<file path="src/rtl/fetch_queue.sv">
// Instruction fetch unit: PC, read-only instruction ROM and a FIFO of {instr, pc+4} entries.
// Optional macro FQ_MISALIGN_CHK_EN traps misaligned redirect targets into a sticky FAULT state.
module fetch_queue #(
  parameter int              XLEN       = 32,
  parameter int              IMEM_DEPTH = 32,
  parameter int              FQ_DEPTH   = 4,
  parameter logic [XLEN-1:0] RESET_PC   = '0
) (
  input  logic                        clk,
  input  logic                        rst_n,
  input  logic                        redirect_valid,
  input  logic [XLEN-1:0]             redirect_pc,
  input  logic                        deq_ready,
  output logic                        deq_valid,
  output logic [31:0]                 deq_instr,
  output logic [XLEN-1:0]             deq_npc,
  output logic [$clog2(FQ_DEPTH):0]   fq_count,
  output logic                        fault,
  output logic [XLEN-1:0]             fault_pc
);

  localparam int IW = $clog2(IMEM_DEPTH);
  localparam int PW = $clog2(FQ_DEPTH);
  localparam int CW = PW + 1;

  typedef enum logic {
    RUN   = 1'b0,
    FAULT = 1'b1
  } state_t;

  state_t          state_reg, state_next;
  logic [XLEN-1:0] pc_reg, pc_next;
  logic [PW-1:0]   head_reg, head_next;
  logic [PW-1:0]   tail_reg, tail_next;
  logic [CW-1:0]   count_reg, count_next;
  logic            fault_reg, fault_next;
  logic [XLEN-1:0] fault_pc_reg, fault_pc_next;

  // ROM contents are a pure function of the word index
  logic [31:0] imem [IMEM_DEPTH];
  generate
    for (genvar gi = 0; gi < IMEM_DEPTH; gi++) begin : g_imem
      assign imem[gi] = 32'hA000_0000 + 32'(gi);
    end
  endgenerate

  logic [IW-1:0] imem_idx;
  logic [31:0]   fetch_instr;
  logic [XLEN-1:0] pc_plus4;

  assign imem_idx    = pc_reg[IW+1:2];
  assign fetch_instr = imem[imem_idx];
  assign pc_plus4    = pc_reg + XLEN'(4);

  logic [31:0]     q_instr [FQ_DEPTH];
  logic [XLEN-1:0] q_npc   [FQ_DEPTH];

  logic is_run;
  logic q_full;
  logic do_deq;
  logic do_fetch;
  logic redirect_bad;
  logic [XLEN-1:0] redirect_target;

  assign is_run          = (state_reg == RUN);
  assign q_full          = (count_reg == CW'(FQ_DEPTH));
  assign deq_valid       = is_run && (count_reg != '0);
  assign do_deq          = deq_valid && deq_ready && !redirect_valid;
  assign do_fetch        = is_run && !redirect_valid && (!q_full || do_deq);
  assign redirect_target = {redirect_pc[XLEN-1:2], 2'b00};

`ifdef FQ_MISALIGN_CHK_EN
  assign redirect_bad = redirect_valid && (redirect_pc[1:0] != 2'b00);
`else
  assign redirect_bad = 1'b0;
  logic unused_redirect_lsbs;
  assign unused_redirect_lsbs = ^redirect_pc[1:0];
`endif

  always_comb begin
    state_next    = state_reg;
    pc_next       = pc_reg;
    head_next     = head_reg;
    tail_next     = tail_reg;
    count_next    = count_reg;
    fault_next    = fault_reg;
    fault_pc_next = fault_pc_reg;
    case (state_reg)
      RUN: begin
        if (redirect_valid) begin
          head_next  = '0;
          tail_next  = '0;
          count_next = '0;
          if (redirect_bad) begin
            // pc is left untouched so the faulting context stays visible
            state_next    = FAULT;
            fault_next    = 1'b1;
            fault_pc_next = redirect_pc;
          end else begin
            pc_next = redirect_target;
          end
        end else begin
          if (do_fetch) begin
            tail_next = tail_reg + PW'(1);
            pc_next   = pc_plus4;
          end
          if (do_deq) begin
            head_next = head_reg + PW'(1);
          end
          count_next = count_reg + CW'(do_fetch) - CW'(do_deq);
        end
      end
      FAULT: begin
        state_next = FAULT;
      end
      default: begin
        state_next = RUN;
      end
    endcase
  end

  always_ff @(posedge clk) begin
    if (!rst_n) begin
      state_reg    <= RUN;
      pc_reg       <= RESET_PC;
      head_reg     <= '0;
      tail_reg     <= '0;
      count_reg    <= '0;
      fault_reg    <= 1'b0;
      fault_pc_reg <= '0;
    end else begin
      state_reg    <= state_next;
      pc_reg       <= pc_next;
      head_reg     <= head_next;
      tail_reg     <= tail_next;
      count_reg    <= count_next;
      fault_reg    <= fault_next;
      fault_pc_reg <= fault_pc_next;
    end
  end

  // Entry storage needs no reset: occupancy is tracked by count_reg alone
  always_ff @(posedge clk) begin
    if (rst_n && do_fetch) begin
      q_instr[tail_reg] <= fetch_instr;
      q_npc[tail_reg]   <= pc_plus4;
    end
  end

  assign deq_instr = deq_valid ? q_instr[head_reg] : 32'h0;
  assign deq_npc   = deq_valid ? q_npc[head_reg]   : '0;
  assign fq_count  = count_reg;

`ifdef FQ_MISALIGN_CHK_EN
  assign fault    = fault_reg;
  assign fault_pc = fault_pc_reg;
`else
  assign fault    = 1'b0;
  assign fault_pc = '0;
  logic unused_fault_state;
  assign unused_fault_state = fault_reg ^ (^fault_pc_reg);
`endif

endmodule

</file>
<file path="config.mk">
export PLATFORM = sky130hd
export DESIGN_NAME = fetch_queue
export DESIGN_NICKNAME = d
export VERILOG_FILES = /design/src/rtl/fetch_queue.sv
export SDC_FILE = /design/constraint.sdc
export NUM_CORES = 1
export LEC_CHECK = 0
export BUFFER_PORTS_ARGS = -buffer_cell sky130_fd_sc_hd__buf_2
export CAP_MARGIN = 10
export CORE_UTILIZATION = 40
export CTS_CLUSTER_SIZE = 25
export DETAILED_ROUTE_END_ITERATION = 8
export HOLD_SLACK_MARGIN = 0.05
export PLACE_DENSITY = 0.67
export SLEW_MARGIN = 20
export SYNTH_ARGS = -nofsm -noshare
export SYNTH_HDL_FRONTEND = slang
export SYNTH_SLANG_ARGS = --single-unit
</file>
<file path="constraint.sdc">
create_clock -name clk -period 3.5 [get_ports clk]
set_input_delay 0.525 -clock clk [delete_from_list [all_inputs] [get_ports clk]]
set_output_delay 0.525 -clock clk [all_outputs]
set_load 0.02 [all_outputs]
</file>
# Word-level counts from Yosys, hierarchy flattened
# Memories as Yosys holds them, arrays and structs flattened. A register that Yosys moved wholly into a read port is not among the register bits.
# Index checks and enable logic that the tools add are counted.
[totals] out_inout_bits=101 memories=3 mem_bits_ro=1024 word_cells=49 ff_bits=40 input_bits=36 ram_bits=256
[memory_table] memory="(name not given)" words=32 width=32 rd=1 rd_clocked_by_memory_dff=0 write_ports=0 line_no="52" source="assign fetch_instr = imem[imem_idx];"
[memory_table] memory="q_instr" words=4 width=32 rd=1 rd_clocked_by_memory_dff=1 write_ports=1 line_no="55" source="logic [31:0] q_instr [FQ_DEPTH];"
[memory_table] memory="q_npc" words=4 width=32 rd=1 rd_clocked_by_memory_dff=1 write_ports=1 line_no="56" source="logic [XLEN-1:0] q_npc [FQ_DEPTH];"
[classes] n_reduce_logical=14 n_lt_le_gt_ge=1 add_sub_neg=5 bitwise=2 mux=18 n_eq_ne=1
[ops] operator="$mux 32" n=6
[ops] operator="$add 32x3->32 const B" n=1
[ops] operator="$mux 2" n=8
[ops] operator="$ge 6x6->1 const B" n=1
[ops] operator="$logic_and 1x1->1" n=6
[ops] operator="$not 5->6" n=1
[ops] operator="$add 2x1->2 const B" n=2
[ops] operator="$reduce_and 2->1" n=2
[ops] operator="$reduce_bool 2->1" n=2
[ops] operator="$add 3x1->3" n=1
[ops] operator="$eq 3x3->1 const B" n=1
[ops] operator="$mux 3" n=1
[ops] operator="$reduce_bool 3->1" n=1
[ops] operator="$sub 3x1->3" n=1
[ops] operator="$logic_not 1->1" n=2
[ops] operator="$mux 1" n=2
[ops] operator="$pmux 1 s2" n=1
[ops] operator="$logic_or 1x1->1" n=1
[ops] operator="$not 1->1" n=1

# Depth between registers and ports, before layout
# Gate-level depths: netlist of the first run.
[logic_depth] ltp_word=9 mapped_depth=11

# Least setup slack after synthesis of the first run
# No wires, ideal clock.
[synth_timing] path_type="input to register" start="in redirect_valid" end="mem q_instr[0][0], enable pin" path_slack_ns=0.907 arrival_time_ns=2.198 stages=5 n_path_buf=1 path_cell_list="clkinv_1 nand2_1 nor2_1 clkbuf_1 and2_1"
[synth_via] elab_chain_cells=7 word_cells_on_any_way=8 classes_between="mux (2); reduce/logical (6)"
[synth_lines] item="from (decl)" line_no="11" source="input logic redirect_valid,"
[synth_lines] item="$logic_not 1->1 (*)" line_no="68, 69"
[synth_lines] item="$logic_and 1x1->1" line_no="68" source="assign do_deq = deq_valid && deq_ready && !redirect_valid;"
[synth_lines] item="$logic_or 1x1->1" line_no="69" source="assign do_fetch = is_run && !redirect_valid && (!q_full || do_deq);"
[synth_lines] item="$logic_and 1x1->1 (*)" line_no="69"
[synth_lines] item="$logic_and 1x1->1 (*)" line_no="144" source="if (rst_n && do_fetch) begin"
[synth_lines] item="$mux 1 (*)" line_no="144"
[synth_lines] item="$mux 1 (not written as such) (*)" line_no="145" source="q_instr[tail_reg] <= fetch_instr;"
[synth_lines] item="to (decl)" line_no="55"
# Mark *: on every way between the ends. The rest lies on a longest branch, timed or not.

==> metrics.md, run 1 <==
| Metric | Value |
|---|---|
| First-pass GRT wire length | 26100 um |
| Post-synthesis mux area share | 9.63% |
| Min-Delay Path Class | in -> reg |
| Vias in the first global route | 4824 |
| PwrDens | 502 nW/um^2 |
| # hold bufs at CTS | 0 |
| Avg Cell Area, Syn | 13.6 sq um |
| Initial antenna violation count | 2 |
| CTS tree | yes |
| Buffers & Inverters on Critical Path | 2 |
| Core ar. | 19800 sq um |
| DRC | 0 |
| Worst Setup Path Type | reg -> out |
| Post-Synth Simple-Gate Area | 10.7% |
| Slowest CP cell | dfxtp_2 |
| Grt total ovfl | 0 |
| Most frequent cell after synthesis | edfxtp_1 |
| Port-buffer cells | 74 |
| Total number of vias | 4787 |
| Placed Cells | 922 |
| TritonCTS buffer count | 17 |
| Clk_skew | 0.0113 ns |
| Number of synthesized flops with an enable pin | 140 |
| Synth cell types | 37 |
| Dominant cell type by area after synthesis | edfxtp_1 |
| Syn. warnings | 0 |
| Final Cycle Share | 78.5% |
| Final #Nets | 720 |
| Final Setup Violations | 0 |
| Cell Area, Synth | 8190 sq um |
| First drt pass iteration count | 5 |
| Main combinational cell family by area after synthesis | simple AND/OR/NAND/NOR gates |
| Max Freq | 364 MHz |
| Area grow syn2layout | 12.8% |
| Die Span X | 145 um |
| Primary FF master, synth | edfxtp_1 |
| Rel. slew slack | 50.0% |
| Status | finished clean |
| Clock transition at the registers of the reported paths | 0.07 ns |
| Min cycle time layout | 2.75 ns |
| Pin count of the biggest net entering global routing | 41 |
| H-tree level count | 4 |
| Peak supply drop | 0.347 mV |
| Non-Filler Instances | 955 |
| Crit-path cells | buf_12, mux4_2, and2_1, buf_2 |
| Avg WL per Cell | 17.7 um |
| Max reg flops | 120 |
| Setup tns final | 0 ns |
| R2R setup slack | 0.85 ns |
| Root Driver | clkbuf_16 |
| RSZ-0062 raised after global routing | no |
| Seq cells post-synth | 179 |
| Xor/xnor share of the synthesized area | 5.35% |
| Post-Syn Instances | 601 |
| Compound-Gate Fraction of Synth Area | 4.31% |
| Pre-CTS worst setup slack | 0.870 ns |
| Gpl congestion | 0.811 |
| Initial core utilization | 41.4% |
| Leak Pwr | 3.39 nW |
| Post-synth top cells | edfxtp_1 (140), buf_4 (63), nand2_1 (43) |
| Clock tree buffer depth | 2 |
| Max stage delay on crit path | 0.61 ns |
| Max-slew violations | 0 |
| Die area | 21000 sq um |
| Hpwl dp | 11200 um |
| Setup repair bufs after CTS | 0 |
| DRT iter0 DRCs | 393 |
| Worst setup EP type | output port |
| Skew-Pair Late Insertion Delay | 0.42 ns |
| Share of the synthesized area in the top cell type | 51.3% |
| Final Power | 0.00464 W |
| Crit start category | flop |
| Sequential-to-total area share from yosys stat | 60.9% |
| Post-Synth Adder-Cell Area | 1.31% |
| Die height | 145 um |
| Delay-heaviest family, CP | flip-flops |
| Total Routing Usage GR | 16.2% |
| Arrival time of the worst setup path | 2.22 ns |
| Ports | 137 |
| Synth top area cells | edfxtp_1 (51%), mux4_2 (9.6%), dfxtp_1 (9.5%) |
| Fill count | 1759 |
| FFs w/ async S/R, synth | 0% |
| Max-Cap Viols | 0 |
| Layout cells sized above 1 | 24.4% |
| Worst Path Required | 2.97 ns |
| Post-DRT Antenna Nets | 0 |
| Post-CTS Resized | 0 |
| Hold Violations, Final | 0 |
| Slew @ Worst Pin | 0.747 ns |
| Post-detailed-route via-to-cell ratio | 5.01 |
| Clk sinks | 179 |
| Worst Path Max Fanout | 25 |
| Total Wirelength | 16900 um |
| Row count | 51 |
| Final setup margin | 0.751 ns |
final cells by class:
| class | instances | area, sq um | share of cell area, % |
|---|---|---|---|
| clock buffers | 17 | 425 | 4.60 |
| diodes | 1 | 2.50 | 0.0271 |
| inverters | 8 | 30.0 | 0.325 |
| clock inverters | 15 | 146 | 1.58 |
| repair buffers | 94 | 533 | 5.77 |
| flip-flops and latches | 179 | 4990 | 54.0 |
| multi-input cells | 376 | 2780 | 30.1 |
| well taps | 265 | 332 | 3.59 |
where the power goes:
group          internal (W)  switching [W]  total (W)
Combinational      0.000136       0.000261   0.000397
Sequential          0.00237      0.0000552    0.00242
Clock               0.00100       0.000820    0.00182
final timing paths:
kind                             from                        to  cells after the start
min                    redirect_pc[3]    pc_reg[3]$_SDFFE_PN0N_                      2
max reg2reg    pc_reg[3]$_SDFFE_PN0N_   pc_reg[30]$_SDFFE_PN0N_                      6
min reg2reg  tail_reg[1]$_SDFFE_PN0N_  tail_reg[1]$_SDFFE_PN0N_                      2
max                              flop               deq_npc[20]                      4
kinds of logic (layout without fill, tap and decap cells):
| kind of cell | after synthesis | after routing |
|---|---|---|
| buf+inv | 105 | 134 |
| other cells | 1 | 61 |
| xor+xnor | 50 | 50 |
| flops | 179 | 179 |
| fa+ha+maj | 8 | 8 |
| compound gates | 61 | 61 |
| mux | 35 | 35 |
| simple gates | 162 | 162 |
per-layer routing:
| layer | global-route usage, % | routed length, um | part of all wire, % |
|---|---|---|---|
| met1 | 19.8 | 7080 | 42 |
| met2 | 27.6 | 8490 | 50 |
| met3 | 3.62 | 929 | 5.5 |
| met4 | 6.42 | 354 | 2.1 |
| met5 | 0 | 0 | 0 |
through the flow:
step	hold slack [ns]	util (%)	area (sq um)
after floorplan	0.455	-	8410
after global placement	0.474	43.8	8660
after detailed placement	0.498	43.8	8660
after CTS	0.337	46.7	9240
after global routing	0.339	46.7	9240
final	0.347	46.7	9240
cell usage in the layout, fill, tap and decap left out, drive strengths merged, types with 3 or more instances in the layout:
cell type,instances
a22o,11
dfxtp,39
nor3,5
and2,41
xor2,25
nand2,43
ha,7
nor4,6
o21ai,33
clkbuf,17
a21oi,15
nor2,20
and4,3
xnor2,25
nand4,12
buf,94
edfxtp,140
mux4,35
conb,60
clkinv,6
inv,14
and3,6
nand3,16
Power figures use the tool's default switching activity.
==> inputs of run 2 (changes only) <==
==> constraint.sdc (replaced) <==
create_clock -name clk -period 2.55 [get_ports clk]
set_input_delay 0.3825 -clock clk [delete_from_list [all_inputs] [get_ports clk]]
set_output_delay 0.3825 -clock clk [all_outputs]
set_load 0.02 [all_outputs]
==> metrics.md, run 2 (synthesized netlist as in run 1, its figures left out) <==
| Metric | Value |
|---|---|
| Status | finished clean (unchanged) |
| Total Wirelength | 16800 um (was 16900 um) |
| Final Setup Violations | 0 (unchanged) |
| Post-detailed-route via-to-cell ratio | 4.93 (was 5.01) |
| Die area | 21000 sq um (unchanged) |
| DRC | 0 (unchanged) |
| Worst Path Max Fanout | 19 (was 25) |
| Hold Violations, Final | 0 (unchanged) |
| Clock tree buffer depth | 2 (unchanged) |
| Initial core utilization | 41.4% (unchanged) |
| Total Routing Usage GR | 16.5% (was 16.2%) |
| Area grow syn2layout | 15.2% (was 12.8%) |
| Hold Path Origin | redirect_pc[3] (unchanged) |
| Gpl congestion | 0.804 (was 0.811) |
| Non-Filler Instances | 968 (was 955) |
| Hpwl dp | 11300 um (was 11200 um) |
| Reg-to-reg critical path startpoint | fq_count[2]$_SDFF_PP0_ (was pc_reg[3]$_SDFFE_PN0N_) |
| First-pass GRT wire length | 26700 um (was 26100 um) |
| Most frequent cells in the layout | edfxtp_1 (140), buf_2 (74), conb_1 (60), nand2_1 (43), and2_1 (41) (unchanged) |
| Worst reg2reg endpoint | fq_count[2]$_SDFF_PP0_ (was pc_reg[30]$_SDFFE_PN0N_) |
| First drt pass iteration count | 5 (unchanged) |
| Ports | 137 (unchanged) |
| Initial antenna violation count | 1 (was 2) |
| Row count | 51 (unchanged) |
| R2r worst-path depth | 9 (was 6) |
| Max reg flops | 120 (unchanged) |
| Layout cells sized above 1 | 25.6% (was 24.4%) |
| H-tree level count | 4 (unchanged) |
| Peak supply drop | 0.360 mV (was 0.347 mV) |
| Commonest non-fill, non-tap cell in the layout | edfxtp_1 (unchanged) |
| Total number of vias | 4775 (was 4787) |
| TritonCTS buffer count | 17 (unchanged) |
| Skew-Pair Late Insertion Delay | 0.42 ns (about the same) |
| Max-slew violations | 0 (unchanged) |
| # hold bufs at CTS | 0 (unchanged) |
| Hold worst-path end | pc_reg[3]$_SDFFE_PN0N_ (unchanged) |
| Min-Delay Path Class | in -> reg (unchanged) |
| Root Driver | clkbuf_16 (unchanged) |
| Grt total ovfl | 0 (unchanged) |
| DRT iter0 DRCs | 336 (was 393) |
| Die height | 145 um (unchanged) |
| Clk sinks | 179 (unchanged) |
| Setup repair bufs after CTS | 0 (unchanged) |
| Max-Cap Viols | 0 (unchanged) |
| Port-buffer cells | 74 (unchanged) |
| Min cycle time layout | 2.39 ns |
| Max Freq | 419 MHz |
| Final #Nets | 733 (was 720) |
| Fill count | 1751 (was 1759) |
| Worst setup EP type | output port (unchanged) |
| Final Cycle Share | 93.6% |
| Worst Setup Path Type | reg -> out (unchanged) |
| Rel. slew slack | 65.7% (was 50.0%) |
| CTS tree | yes (unchanged) |
| Crit start category | flop (unchanged) |
| PwrDens | 706 nW/um^2 (was 502 nW/um^2) |
| RSZ-0062 raised after global routing | no (unchanged) |
| Setup tns final | 0 ns (unchanged) |
| Hold path cells | 2 (unchanged) |
| Avg WL per Cell | 17.4 um (was 17.7 um) |
| Pin count of the biggest net entering global routing | 40 (was 41) |
| Vias in the first global route | 5002 (was 4824) |
| Leak Pwr | 3.49 nW (was 3.39 nW) |
| Worst Path Required | 2.17 ns (was 2.97 ns) |
| Die Span X | 145 um (unchanged) |
| Post-CTS Resized | 0 (unchanged) |
| Clk_skew | 0.00918 ns (was 0.0113 ns) |
| Placed Cells | 935 (was 922) |
| R2R setup slack | 0.22 ns (was 0.85 ns) |
| Core ar. | 19800 sq um (unchanged) |
| Clock transition at the registers of the reported paths | 0.06 ns (was 0.07 ns) |
| Final Power | 0.00666 W (was 0.00464 W) |
| Post-DRT Antenna Nets | 0 (unchanged) |
| Arrival time of the worst setup path | 2.01 ns (was 2.22 ns) |
| Slew @ Worst Pin | 0.511 ns (was 0.747 ns) |
run 2: layout make-up:
cell class	instances	area, sq um	share of cell area, %
sequential	179	4990	52.9
inverter	8	30.0	0.318
tap	265	332	3.52
timing repair buffer	107	668	7.08
multi-input combinational	376	2780	29.5
clock buffer	19	433	4.59
clock inverter	13	196	2.08
antenna	1	2.50	0.0265
run 2: worst max path at each step:
stage | to | cells past startpoint | slack, ns
after floorplan | q_instr[2][0]$_DFFE_PP_ | 4 | 0.07
after global placement | fq_count[2]$_SDFF_PP0_ | 9 | 0.30
after detailed placement | fq_count[2]$_SDFF_PP0_ | 9 | 0.24
after CTS | deq_npc[12] | 4 | 0.11
after global routing | deq_npc[12] | 4 | 0.04
final | deq_npc[12] | 4 | 0.16
run 2: report_power, final:
part,switching [W],internal (W),total [W]
combinational,0.000376,0.000200,0.000577
clock,0.00111,0.00167,0.00278
sequential,0.0000593,0.00325,0.00331
run 2: routing by layer:
metal	GRT usage, %	vias to the layer above	wire length (um)
li1	-	2241	-
met1	20.5	2339	6960
met2	28.3	175	8580
met3	3.43	20	1030
met4	6.47	0	273
met5	0	-	0
run 2: worst max-delay path, cell delays in order (launching register included):
cell and delay [ns]:
dfxtp_2 0.32, buf_4 0.35, mux4_2 0.58, and2_1 0.17, buf_2 0.15
run 2: through the flow:
stage / utilization [%] / hold slack, ns / area (sq um) / setup slack, ns
floorplan: - / 0.455 / 8410 / 0.0662
global placement: 44.5 / 0.475 / 8800 / 0.297
detailed placement: 44.5 / 0.492 / 8800 / 0.241
CTS: 47.7 / 0.191 / 9430 / 0.108
global route: 47.7 / 0.186 / 9430 / 0.0365
finish: 47.7 / 0.203 / 9430 / 0.162
